### src/rtl/vnu_layer_control_if.sv
// rtl/vnu_layer_control_if.sv - CNU <-> VNU layer-control handshake bundle
//
// Groups the CNU-side strobes/qualifiers and the VNU control status lines.
// master : CNU side (drives fsm_en, c2v_mem_we, syn_valid, syn_zero)
// slave  : VNU layer control unit (drives layer_finish, vnu_update_pend,
//          vnu_rd, v2c_mem_we, termination, decode_ok, err_ovf,
//          layer_idx, iter_idx, state)
interface vnu_layer_control_if #(
    parameter int LAYER_NUM     = 3,
    parameter int MAX_ITER      = 10,
    parameter int FSM_STATE_NUM = 6
);
    localparam int LAYER_W = $clog2(LAYER_NUM);
    localparam int ITER_W  = $clog2(MAX_ITER + 1);
    localparam int STATE_W = $clog2(FSM_STATE_NUM);

    logic               fsm_en;
    logic               c2v_mem_we;
    logic               syn_valid;
    logic               syn_zero;
    logic               layer_finish;
    logic               vnu_update_pend;
    logic               vnu_rd;
    logic               v2c_mem_we;
    logic               termination;
    logic               decode_ok;
    logic               err_ovf;
    logic [LAYER_W-1:0] layer_idx;
    logic [ITER_W-1:0]  iter_idx;
    logic [STATE_W-1:0] state;

    modport master (
        output fsm_en, c2v_mem_we, syn_valid, syn_zero,
        input  layer_finish, vnu_update_pend, vnu_rd, v2c_mem_we,
        input  termination, decode_ok, err_ovf, layer_idx, iter_idx, state
    );

    modport slave (
        input  fsm_en, c2v_mem_we, syn_valid, syn_zero,
        output layer_finish, vnu_update_pend, vnu_rd, v2c_mem_we,
        output termination, decode_ok, err_ovf, layer_idx, iter_idx, state
    );
endinterface

### src/rtl/vnu_layer_control_unit.sv
// rtl/vnu_layer_control_unit.sv - VNU layer sequencer, layer/iteration counters and early termination
//
// Ports:
//   read_clk : system clock
//   rstn     : asynchronous active-low reset
//   vif      : vnu_layer_control_if.slave
//              in : fsm_en, c2v_mem_we, syn_valid, syn_zero
//              out: layer_finish, vnu_update_pend, vnu_rd, v2c_mem_we,
//                   termination, decode_ok, err_ovf, layer_idx, iter_idx, state
module vnu_layer_control_unit #(
    parameter int LAYER_NUM          = 3,
    parameter int MAX_ITER           = 10,
    parameter int MEM_RD_LEVEL       = 2,
    parameter int VNU_PIPELINE_LEVEL = 3,
    parameter int FSM_STATE_NUM      = 6
) (
    input  logic                 read_clk,
    input  logic                 rstn,
    vnu_layer_control_if.slave   vif
);
    localparam int LAYER_W = $clog2(LAYER_NUM);
    localparam int ITER_W  = $clog2(MAX_ITER + 1);
    localparam int STATE_W = $clog2(FSM_STATE_NUM);
    localparam int CNT_MAX = (MEM_RD_LEVEL > VNU_PIPELINE_LEVEL) ? MEM_RD_LEVEL : VNU_PIPELINE_LEVEL;
    localparam int CNT_W   = $clog2(CNT_MAX + 1);

    localparam logic [STATE_W-1:0] V_IDLE      = STATE_W'(0);
    localparam logic [STATE_W-1:0] V_FETCH     = STATE_W'(1);
    localparam logic [STATE_W-1:0] V_PIPE      = STATE_W'(2);
    localparam logic [STATE_W-1:0] V_WB        = STATE_W'(3);
    localparam logic [STATE_W-1:0] V_SYN_CHECK = STATE_W'(4);
    localparam logic [STATE_W-1:0] V_TERM      = STATE_W'(5);

    localparam logic [CNT_W-1:0]   FETCH_LAST  = CNT_W'(MEM_RD_LEVEL - 1);
    localparam logic [CNT_W-1:0]   PIPE_LAST   = CNT_W'(VNU_PIPELINE_LEVEL - 1);
    localparam logic [LAYER_W-1:0] LAYER_LAST  = LAYER_W'(LAYER_NUM - 1);
    localparam logic [ITER_W-1:0]  ITER_LAST   = ITER_W'(MAX_ITER - 1);

    logic [STATE_W-1:0] state_q;
    logic [CNT_W-1:0]   cnt_q;
    logic [LAYER_W-1:0] layer_q;
    logic [ITER_W-1:0]  iter_q;
    logic               layer_finish_q;
    logic               decode_ok_q;
    logic               err_ovf_q;

    always_ff @(posedge read_clk or negedge rstn) begin
        if (!rstn) begin
            state_q        <= V_IDLE;
            cnt_q          <= '0;
            layer_q        <= '0;
            iter_q         <= '0;
            layer_finish_q <= 1'b0;
            decode_ok_q    <= 1'b0;
            err_ovf_q      <= 1'b0;
        end else if (!vif.fsm_en) begin
            // decode_ok and err_ovf deliberately survive an fsm_en drop
            state_q        <= V_IDLE;
            cnt_q          <= '0;
            layer_q        <= '0;
            iter_q         <= '0;
            layer_finish_q <= 1'b0;
        end else begin
            layer_finish_q <= 1'b0;
            // A write-back from the CNU while a layer is still in flight is dropped
            if (vif.c2v_mem_we && (state_q != V_IDLE)) begin
                err_ovf_q <= 1'b1;
            end
            case (state_q)
                V_IDLE: begin
                    if (vif.c2v_mem_we) begin
                        // Release the CNU immediately so its next fetch overlaps this update
                        state_q        <= V_FETCH;
                        cnt_q          <= '0;
                        layer_finish_q <= 1'b1;
                    end
                end
                V_FETCH: begin
                    if (cnt_q == FETCH_LAST) begin
                        cnt_q   <= '0;
                        state_q <= V_PIPE;
                    end else begin
                        cnt_q <= cnt_q + CNT_W'(1);
                    end
                end
                V_PIPE: begin
                    if (cnt_q == PIPE_LAST) begin
                        cnt_q   <= '0;
                        state_q <= V_WB;
                    end else begin
                        cnt_q <= cnt_q + CNT_W'(1);
                    end
                end
                V_WB: begin
                    if (layer_q == LAYER_LAST) begin
                        state_q <= V_SYN_CHECK;
                    end else begin
                        layer_q <= layer_q + LAYER_W'(1);
                        state_q <= V_IDLE;
                    end
                end
                V_SYN_CHECK: begin
                    if (vif.syn_valid) begin
                        if (vif.syn_zero) begin
                            decode_ok_q <= 1'b1;
                            state_q     <= V_TERM;
                        end else if (iter_q == ITER_LAST) begin
                            decode_ok_q <= 1'b0;
                            state_q     <= V_TERM;
                        end else begin
                            iter_q  <= iter_q + ITER_W'(1);
                            layer_q <= '0;
                            state_q <= V_IDLE;
                        end
                    end
                end
                V_TERM: begin
                    layer_q <= '0;
                    iter_q  <= '0;
                    state_q <= V_IDLE;
                end
                default: begin
                    state_q <= V_IDLE;
                end
            endcase
        end
    end

    // Strobes decode straight from the state register so an async reset clears them at once
    assign vif.vnu_update_pend = (state_q != V_IDLE);
    assign vif.vnu_rd          = (state_q == V_FETCH) || (state_q == V_PIPE);
    assign vif.v2c_mem_we      = (state_q == V_WB);
    assign vif.termination     = (state_q == V_TERM);
    assign vif.layer_finish    = layer_finish_q;
    assign vif.decode_ok       = decode_ok_q;
    assign vif.err_ovf         = err_ovf_q;
    assign vif.layer_idx       = layer_q;
    assign vif.iter_idx        = iter_q;
    assign vif.state           = state_q;
endmodule

### src/flat_wrapper.sv
// flat-port wrapper written by rule: the top's interface ports become plain ports
module vnu_layer_control_unit_flat 
#(
    parameter int LAYER_NUM          = 3,
    parameter int MAX_ITER           = 10,
    parameter int MEM_RD_LEVEL       = 2,
    parameter int VNU_PIPELINE_LEVEL = 3,
    parameter int FSM_STATE_NUM      = 6
)
  (read_clk, rstn, vif_fsm_en, vif_c2v_mem_we, vif_syn_valid, vif_syn_zero, vif_layer_finish, vif_vnu_update_pend, vif_vnu_rd, vif_v2c_mem_we, vif_termination, vif_decode_ok, vif_err_ovf, vif_layer_idx, vif_iter_idx, vif_state);
  vnu_layer_control_if #(.LAYER_NUM(LAYER_NUM), .MAX_ITER(MAX_ITER), .FSM_STATE_NUM(FSM_STATE_NUM)) vif_i ();
  input  logic read_clk;
  input  logic rstn;
  input wire logic [$bits(vif_i.fsm_en)-1:0] vif_fsm_en;
  input wire logic [$bits(vif_i.c2v_mem_we)-1:0] vif_c2v_mem_we;
  input wire logic [$bits(vif_i.syn_valid)-1:0] vif_syn_valid;
  input wire logic [$bits(vif_i.syn_zero)-1:0] vif_syn_zero;
  output wire logic [$bits(vif_i.layer_finish)-1:0] vif_layer_finish;
  output wire logic [$bits(vif_i.vnu_update_pend)-1:0] vif_vnu_update_pend;
  output wire logic [$bits(vif_i.vnu_rd)-1:0] vif_vnu_rd;
  output wire logic [$bits(vif_i.v2c_mem_we)-1:0] vif_v2c_mem_we;
  output wire logic [$bits(vif_i.termination)-1:0] vif_termination;
  output wire logic [$bits(vif_i.decode_ok)-1:0] vif_decode_ok;
  output wire logic [$bits(vif_i.err_ovf)-1:0] vif_err_ovf;
  output wire logic [$bits(vif_i.layer_idx)-1:0] vif_layer_idx;
  output wire logic [$bits(vif_i.iter_idx)-1:0] vif_iter_idx;
  output wire logic [$bits(vif_i.state)-1:0] vif_state;
  assign vif_i.fsm_en = vif_fsm_en;
  assign vif_i.c2v_mem_we = vif_c2v_mem_we;
  assign vif_i.syn_valid = vif_syn_valid;
  assign vif_i.syn_zero = vif_syn_zero;
  assign vif_layer_finish = vif_i.layer_finish;
  assign vif_vnu_update_pend = vif_i.vnu_update_pend;
  assign vif_vnu_rd = vif_i.vnu_rd;
  assign vif_v2c_mem_we = vif_i.v2c_mem_we;
  assign vif_termination = vif_i.termination;
  assign vif_decode_ok = vif_i.decode_ok;
  assign vif_err_ovf = vif_i.err_ovf;
  assign vif_layer_idx = vif_i.layer_idx;
  assign vif_iter_idx = vif_i.iter_idx;
  assign vif_state = vif_i.state;
  vnu_layer_control_unit #(.LAYER_NUM(LAYER_NUM), .MAX_ITER(MAX_ITER), .MEM_RD_LEVEL(MEM_RD_LEVEL), .VNU_PIPELINE_LEVEL(VNU_PIPELINE_LEVEL), .FSM_STATE_NUM(FSM_STATE_NUM)) u_core (.read_clk(read_clk), .rstn(rstn), .vif(vif_i));
endmodule
### config.mk
export PLATFORM = sky130hd
export DESIGN_NAME = vnu_layer_control_unit_flat
export DESIGN_NICKNAME = d
export VERILOG_FILES = /design/src/rtl/vnu_layer_control_if.sv /design/src/rtl/vnu_layer_control_unit.sv /design/src/flat_wrapper.sv
export SDC_FILE = /design/constraint.sdc
export NUM_CORES = 1
export LEC_CHECK = 0
export BUFFER_PORTS_ARGS = -buffer_cell sky130_fd_sc_hd__buf_2
export CAP_MARGIN = 20
export CORE_AREA = 2 2 49 51
export CTS_CLUSTER_DIAMETER = 200
export CTS_CLUSTER_SIZE = 12
export DETAILED_ROUTE_END_ITERATION = 8
export DIE_AREA = 0 0 51 53
export GPL_ROUTABILITY_DRIVEN = 1
export HOLD_SLACK_MARGIN = 0.12
export PLACE_DENSITY = 0.59
export SYNTH_ARGS = -nofsm -noshare
export SYNTH_HDL_FRONTEND = slang
export SYNTH_SLANG_ARGS = --single-unit
### constraint.sdc
create_clock -name read_clk -period 4.6 [get_ports read_clk]
set_clock_uncertainty 0.15 [all_clocks]
set_input_delay 1.38 -clock read_clk [delete_from_list [all_inputs] [get_ports read_clk]]
set_output_delay 1.38 -clock read_clk [all_outputs]
set_load 0.03 [all_outputs]
==> results of run 1 <==
## placed cells by master (no fill, tap or decap), drive strengths merged, types with 3 or more instances in the layout
cell type	count
buf	21
o21ai	5
nand2b	5
nor2b	6
nand3	3
nor2	5
dfrtp	14
ha	3
clkbuf	4
inv	5
nand4	3
a21oi	4
nand2	8
## critical path, stage by stage (launching register included)
cell and delay, ns:
dfrtp_1 0.55, or3_1 0.48, buf_2 0.20
## power groups by stage
stage          clock network (µW)  registers, µW  logic [µW]
6_report                     88.7            170         183
5_1_grt                      98.7            175         199
4_1_cts                      94.0            170         184
3_5_place_dp                    0            173         183
3_3_place_gp                    0            172         181
2_1_floorplan                   0            187         118
## layer usage
metal	part of all wire	GRT usage	routed length [µm]
met4	0.0090	0.0811	17
met5	0	0	0
met2	0.49	0.279	929
met3	0.051	0.0339	96
met1	0.45	0.196	855
## kinds of logic after synthesis
family          after synthesis
flops                        14
fa+ha+maj                     3
simple gates                 41
compound gates               22
buf+inv                       8
mux                           3
## state kept, by name (all words and copies together) (netlist names)
register                 flops
u_core.cnt_q                 2
u_core.vif.decode_ok         1
u_core.vif.err_ovf           1
u_core.vif.iter_idx          4
u_core.vif.layer_finish      1
u_core.vif.layer_idx         2
u_core.vif.state             3
## final cells by class
class	instances	area, µm²
clock buffers	4	36.3
fillers	221	1140
inverters	5	18.8
multi-input cells	69	463
flip-flops and latches	14	350
well taps	28	35.0
repair buffers	21	105
## metrics by stage
step	std cells	power [µW]	setup WS [ns]	hold slack (ns)	util
after floorplan	91	305	1.56	0.368	-
after global placement	137	353	1.70	0.299	0.453
after detailed placement	137	356	1.70	0.306	0.453
after CTS	141	449	1.55	0.328	0.469
after global routing	141	473	1.48	0.354	0.469
final	141	441	1.57	0.319	0.469
## worst max-delay path by stage
stage	to	from	cells past startpoint
after detailed placement	u_core.vif.iter_idx[2]$_DFFE_PN0P_	vif_syn_valid	5
after global routing	vif_v2c_mem_we	u_core.vif.state[0]$_DFFE_PN0P_	3
final	vif_vnu_update_pend	u_core.vif.state[2]$_DFFE_PN0P_	2
after global placement	u_core.vif.iter_idx[2]$_DFFE_PN0P_	vif_syn_valid	5
after floorplan	vif_vnu_rd	u_core.vif.state[0]$_DFFE_PN0P_	3
after CTS	vif_vnu_update_pend	u_core.vif.state[2]$_DFFE_PN0P_	2
==> results.ini, run 1 <==
[synthesis]
syn_area_per_cell_um2=9.28
synthAdderAreaFrac=0.0444
synth_compound_area_frac=0.176
ys.flop_type=dfrtp_1
yosys_register_bits=14
synth_area_leaders=dfrtp_1 (41%), ha_1 (4.4%), nor2b_1 (4.4%), nand2_1 (3.6%), nand2b_1 (3.0%)
synth-edff-count=0
synth_nets=100
synth-simple-area-share=0.290
yosysWarnings=0
synthArstFlopShare=1.00
synth_xor_area_frac=0
synth_common_cells=dfrtp_1 (14), nand2_1 (8), nor2b_1 (6)
synth_top_area_frac=0.415
syn_inst=91
synthMuxAreaShare=0.0370
ys_seq_area_frac=0.415
synth_area_um2=845
synth_top_family_by_area=simple AND/OR/NAND/NOR gates
yosys.cell_count.top_type=dfrtp_1
yosysUniqueCellTypes=36
synth_area_leader_cell=dfrtp_1

[clock_tree]
clock_sinks=14
clk_pin_slew_ns=0.09
root_buffer=clkbuf_4
clk_latency_ns=0.28
htreeDepth=1
ctsResizeCount=0
cts_buffer_depth=2
cts_made_buffers=3
cts_tree=yes
cts_hold_buffers=0
cts_setup_buffers=0

[setup_path]
reg2regPathDepth=5
arrival_ns=1.50
path_class=register to primary output
reg2reg_slack_ns=2.50
reg2reg_from=u_core.vif.iter_idx[0]$_DFFE_PN0P_
crit_path_end_kind=primary output
critPathRequiredTime_ns=3.07
path_max_fanout=12
reg2reg_to=u_core.vif.iter_idx[2]$_DFFE_PN0P_
critPathLaunchType=register

[run_status]
status=finished clean

[layout]
syn_to_final_growth_pct=19.4
finalInstanceArea_um2=1010
drive_gt1_frac=0.265
antenna_cells=0
final_nets=123

[floorplan]
dieWidth_um=51
dieArea_um2=2700
io_pins=22
dieHeight_um=53
rows=17
coreArea_um2=2150
initial_core_util=0.393

[power_and_ir_drop]
power.net_switching_uw=188
p_per_area_nw_per_um2=438
clkPwrFrac=0.201
ir_drop_v=0.000219
p_int_uw=254
leakagePower_uw=0.000497
pwr-share-seq=0.385
comb_power_share=0.414
switching_share=0.425

[route]
avgViaCountPerCell=5.23
drt-pass1-iter-count=4
num_vias=738
wl_mm=1.90
drcViolationCount=0
ant_nets=0
drtIter0Drc=9
drt-wirelength-per-cell_um=13.5

[timing]
post-route-min-period_ns=3.03
setup_tns_ns=0
finalHoldViolCount=0
timing.fmax_ghz=0.330
slew_headroom=0.703
finalSetupViolCount=0
grt_setup_unrepaired=false
tightest_slew_ns=0.446
slew_violations=0
finalCritPeriodShare=0.659

[global_routing]
gr-total-overflow=0
grt_pass1_wl_mm=3.25
antenna_found_initial=0
grt_pass1_vias=751
grt_usage=0.164
grt_max_degree=15

[placed_design]
portBuffers=21
dpl_cell_area_um2=972
hpwl_mm=1.44
routabilityCongestion=0.775

[worst_hold_path]
min_path_cells=1
whs_endpoint=u_core.vif.err_ovf$_DFFE_PN0P_
hold_path_startpoint=u_core.vif.err_ovf$_DFFE_PN0P_
hold_class=register to register

[run]
max-cap-violations=0

Note: power is estimated with default switching activity, not from simulation.
==> run 2: changes to the inputs <==
Settings changed: ABC_AREA set to 1, CORE_AREA 2 2 49 51 to 2 2 51 53, DIE_AREA 0 0 51 53 to 0 0 53 55, PLACE_DENSITY 0.59 to 0.57.
Clock period 4.6 ns to 2.8 ns, I/O delays scaled along.
==> run 2 against run 1 <==
- first-iteration DRC count up 110%
- die area increased by 7.8%
- register-to-register slack got worse by 1.4 ns
- non-clock buffer count is the same
- wire length grew 2.7%
- synthesized area rose by 5.9%
- largest power group unchanged
- clock power up 69%
- worst hold slack got worse by 0.021 ns
- flip-flop and latch count stayed put
- cell count increased by 24%
- cell area is 4.8% higher
- setup slack lost 1.2 ns
==> results.ini, run 2 <==
[run_status]
status=finished clean

[layout]
finalNonFillerCells=175
fillers=261
largest_reg_flops=4
finalCoreUtilization=0.447
finalInstanceArea_um2=1060
drive_gt1_frac=0.248
final_nets=155
antenna_cells=0
syn_to_final_growth_pct=18.2
layout_common_cells=nand2_1 (37), buf_2 (21), dfrtp_1 (14)
final_common_cell=nand2_1

[worst_hold_path]
hold_class=input port to async pin

[setup_path]
cpMaxStageDelayCell=dfrtp_1
reg2regPathDepth=7
worstSetupStartpoint=u_core.vif.state[1]$_DFFE_PN0P_
critPathRequiredTime_ns=1.81
path_max_fanout=9
cpPeakStageDelay_ns=0.59
arrival_ns=1.43
path_class=register to primary output
reg2reg_from=u_core.vif.iter_idx[0]$_DFFE_PN0P_
crit_path_end_kind=primary output
reg2reg_to=u_core.vif.iter_idx[0]$_DFFE_PN0P_
cp_cell_sequence=nand2_2 > nor2_1 > buf_2
critPathLaunchType=register
reg2reg_slack_ns=1.08

[floorplan]
io_pins=22
dieWidth_um=53
dieArea_um2=2920
initial_core_util=0.378
dieHeight_um=55
rows=18
coreArea_um2=2360

[clock_tree]
cts_hold_buffers=0
cts_buffer_depth=2
cts_made_buffers=3
cts_tree=yes
clock_sinks=14
root_buffer=clkbuf_4
htreeDepth=1
clk_latency_ns=0.28
clk_pin_slew_ns=0.09
ctsResizeCount=0
cts_setup_buffers=0

[placed_design]
dp_cells=171
hpwl_mm=1.48
preCtsSetupSlack_ns=0.713
portBuffers=21
routabilityCongestion=0.879
dpl_cell_area_um2=1020

[timing]
grt_setup_unrepaired=false
setup_tns_ns=0
finalHoldViolCount=0
post-route-min-period_ns=2.42
tightest_slew_ns=0.393
timing.fmax_ghz=0.414
finalCritPeriodShare=0.863
slew_violations=0
slew_headroom=0.738
finalSetupViolCount=0
fin_ws_ns=0.384

[synthesis]
synth_nets=131
ys.flop_type=dfrtp_1
syn_inst=122
synthArstFlopShare=1.00
yosys_register_bits=14
syn_area_per_cell_um2=7.33
synth_area_leaders=dfrtp_1 (39%), nand2_1 (16%), nand3_1 (6.7%), inv_1 (5.0%), nor2_1 (5.0%)
synth_area_um2=895
yosys.cell_count.top_type=nand2_1
yosysUniqueCellTypes=23
synth_area_leader_cell=dfrtp_1
ys_seq_area_frac=0.392
synth_top_area_frac=0.392
synth_common_cells=nand2_1 (37), dfrtp_1 (14), inv_1 (12), nand3_1 (12), nor2_1 (12)
synth-edff-count=0
yosysWarnings=0

[global_routing]
grt_pass1_vias=802
grt_usage=0.157
antenna_found_initial=0
grt_max_degree=15
grt_pass1_wl_mm=3.28
gr-total-overflow=0

[power_and_ir_drop]
leakagePower_uw=0.000568
ir_drop_v=0.000385
p_per_area_nw_per_um2=854

[route]
drtIter0Drc=19
wl_mm=1.95
met1_length_um=903
route.met3.wl_um=82
ant_nets=0
routed.top_layer=met4
drt-wirelength-per-cell_um=11.1
num_vias=863
avgViaCountPerCell=4.93
drt-pass1-iter-count=4
drcViolationCount=0
met2WireLength_um=923

[run]
max-cap-violations=0

==> run 2: cell count changes after synthesis, sizes merged, moves of 5 or more <==
cell and change:
nor2b -6, inv +8, nand3 +9, nor2 +11, nand2 +32, nand2b -5
==> run 2: logic make-up (layout without fill, tap and decap cells) <==
logic type,Yosys count,in the layout,synth area share
XOR/XNOR,1,1,0.00979
adder cells (fa/ha/maj),3,3,0.0420
buffers and inverters,15,38,0.0727
flip-flops,14,14,0.392
AND/OR/NAND/NOR,75,75,0.378
AO/OA/AOI/OAI,14,14,0.106
==> run 2: worst max-delay path: cells and delay by family (launching register included) <==
family | cells | cell delay [ns]
DFF | 1 | 0.59
and+or+nand+nor | 2 | 0.31
buffers and inverters | 1 | 0.24
==> run 2: area by class of cell <==
class | count | area [µm²] | area share
inverter | 13 | 48.8 | 0.0462
timing repair buffer | 21 | 105 | 0.0994
clock buffer | 4 | 36.3 | 0.0343
tap | 30 | 37.5 | 0.0355
multi-input combinational | 93 | 479 | 0.453
sequential | 14 | 350 | 0.331
==> run 2: worst max path at each step <==
stage | endpoint | slack (ns) | cells past startpoint
after floorplan | vif_v2c_mem_we | 0.55 | 3
after global placement | vif_v2c_mem_we | 0.72 | 3
after detailed placement | vif_v2c_mem_we | 0.71 | 3
after CTS | vif_v2c_mem_we | 0.38 | 3
after global routing | vif_v2c_mem_we | 0.28 | 3
final | vif_v2c_mem_we | 0.38 | 3
==> run 2: routing by layer <==
layer,vias to the layer above,track usage
met4,0,0.0940
met2,19,0.258
li1,444,-
met3,5,0.0323
met5,-,0
met1,395,0.191
==> run 2: report_power, final <==
part           switching, µW  internal (µW)  total [µW]  leakage (µW)
logic                    303            136         439      0.000365
registers               68.1            245         313      0.000182
clock network           71.2           79.1         150     0.0000210
total                    443            460         902      0.000568
==> run 2: metrics by stage <==
| step | power (µW) | hold slack (ns) |
|---|---|---|
| after floorplan | 659 | 0.392 |
| after global placement | 757 | 0.296 |
| after detailed placement | 760 | 0.300 |
| after CTS | 914 | 0.312 |
| after global routing | 981 | 0.301 |
| final | 902 | 0.298 |
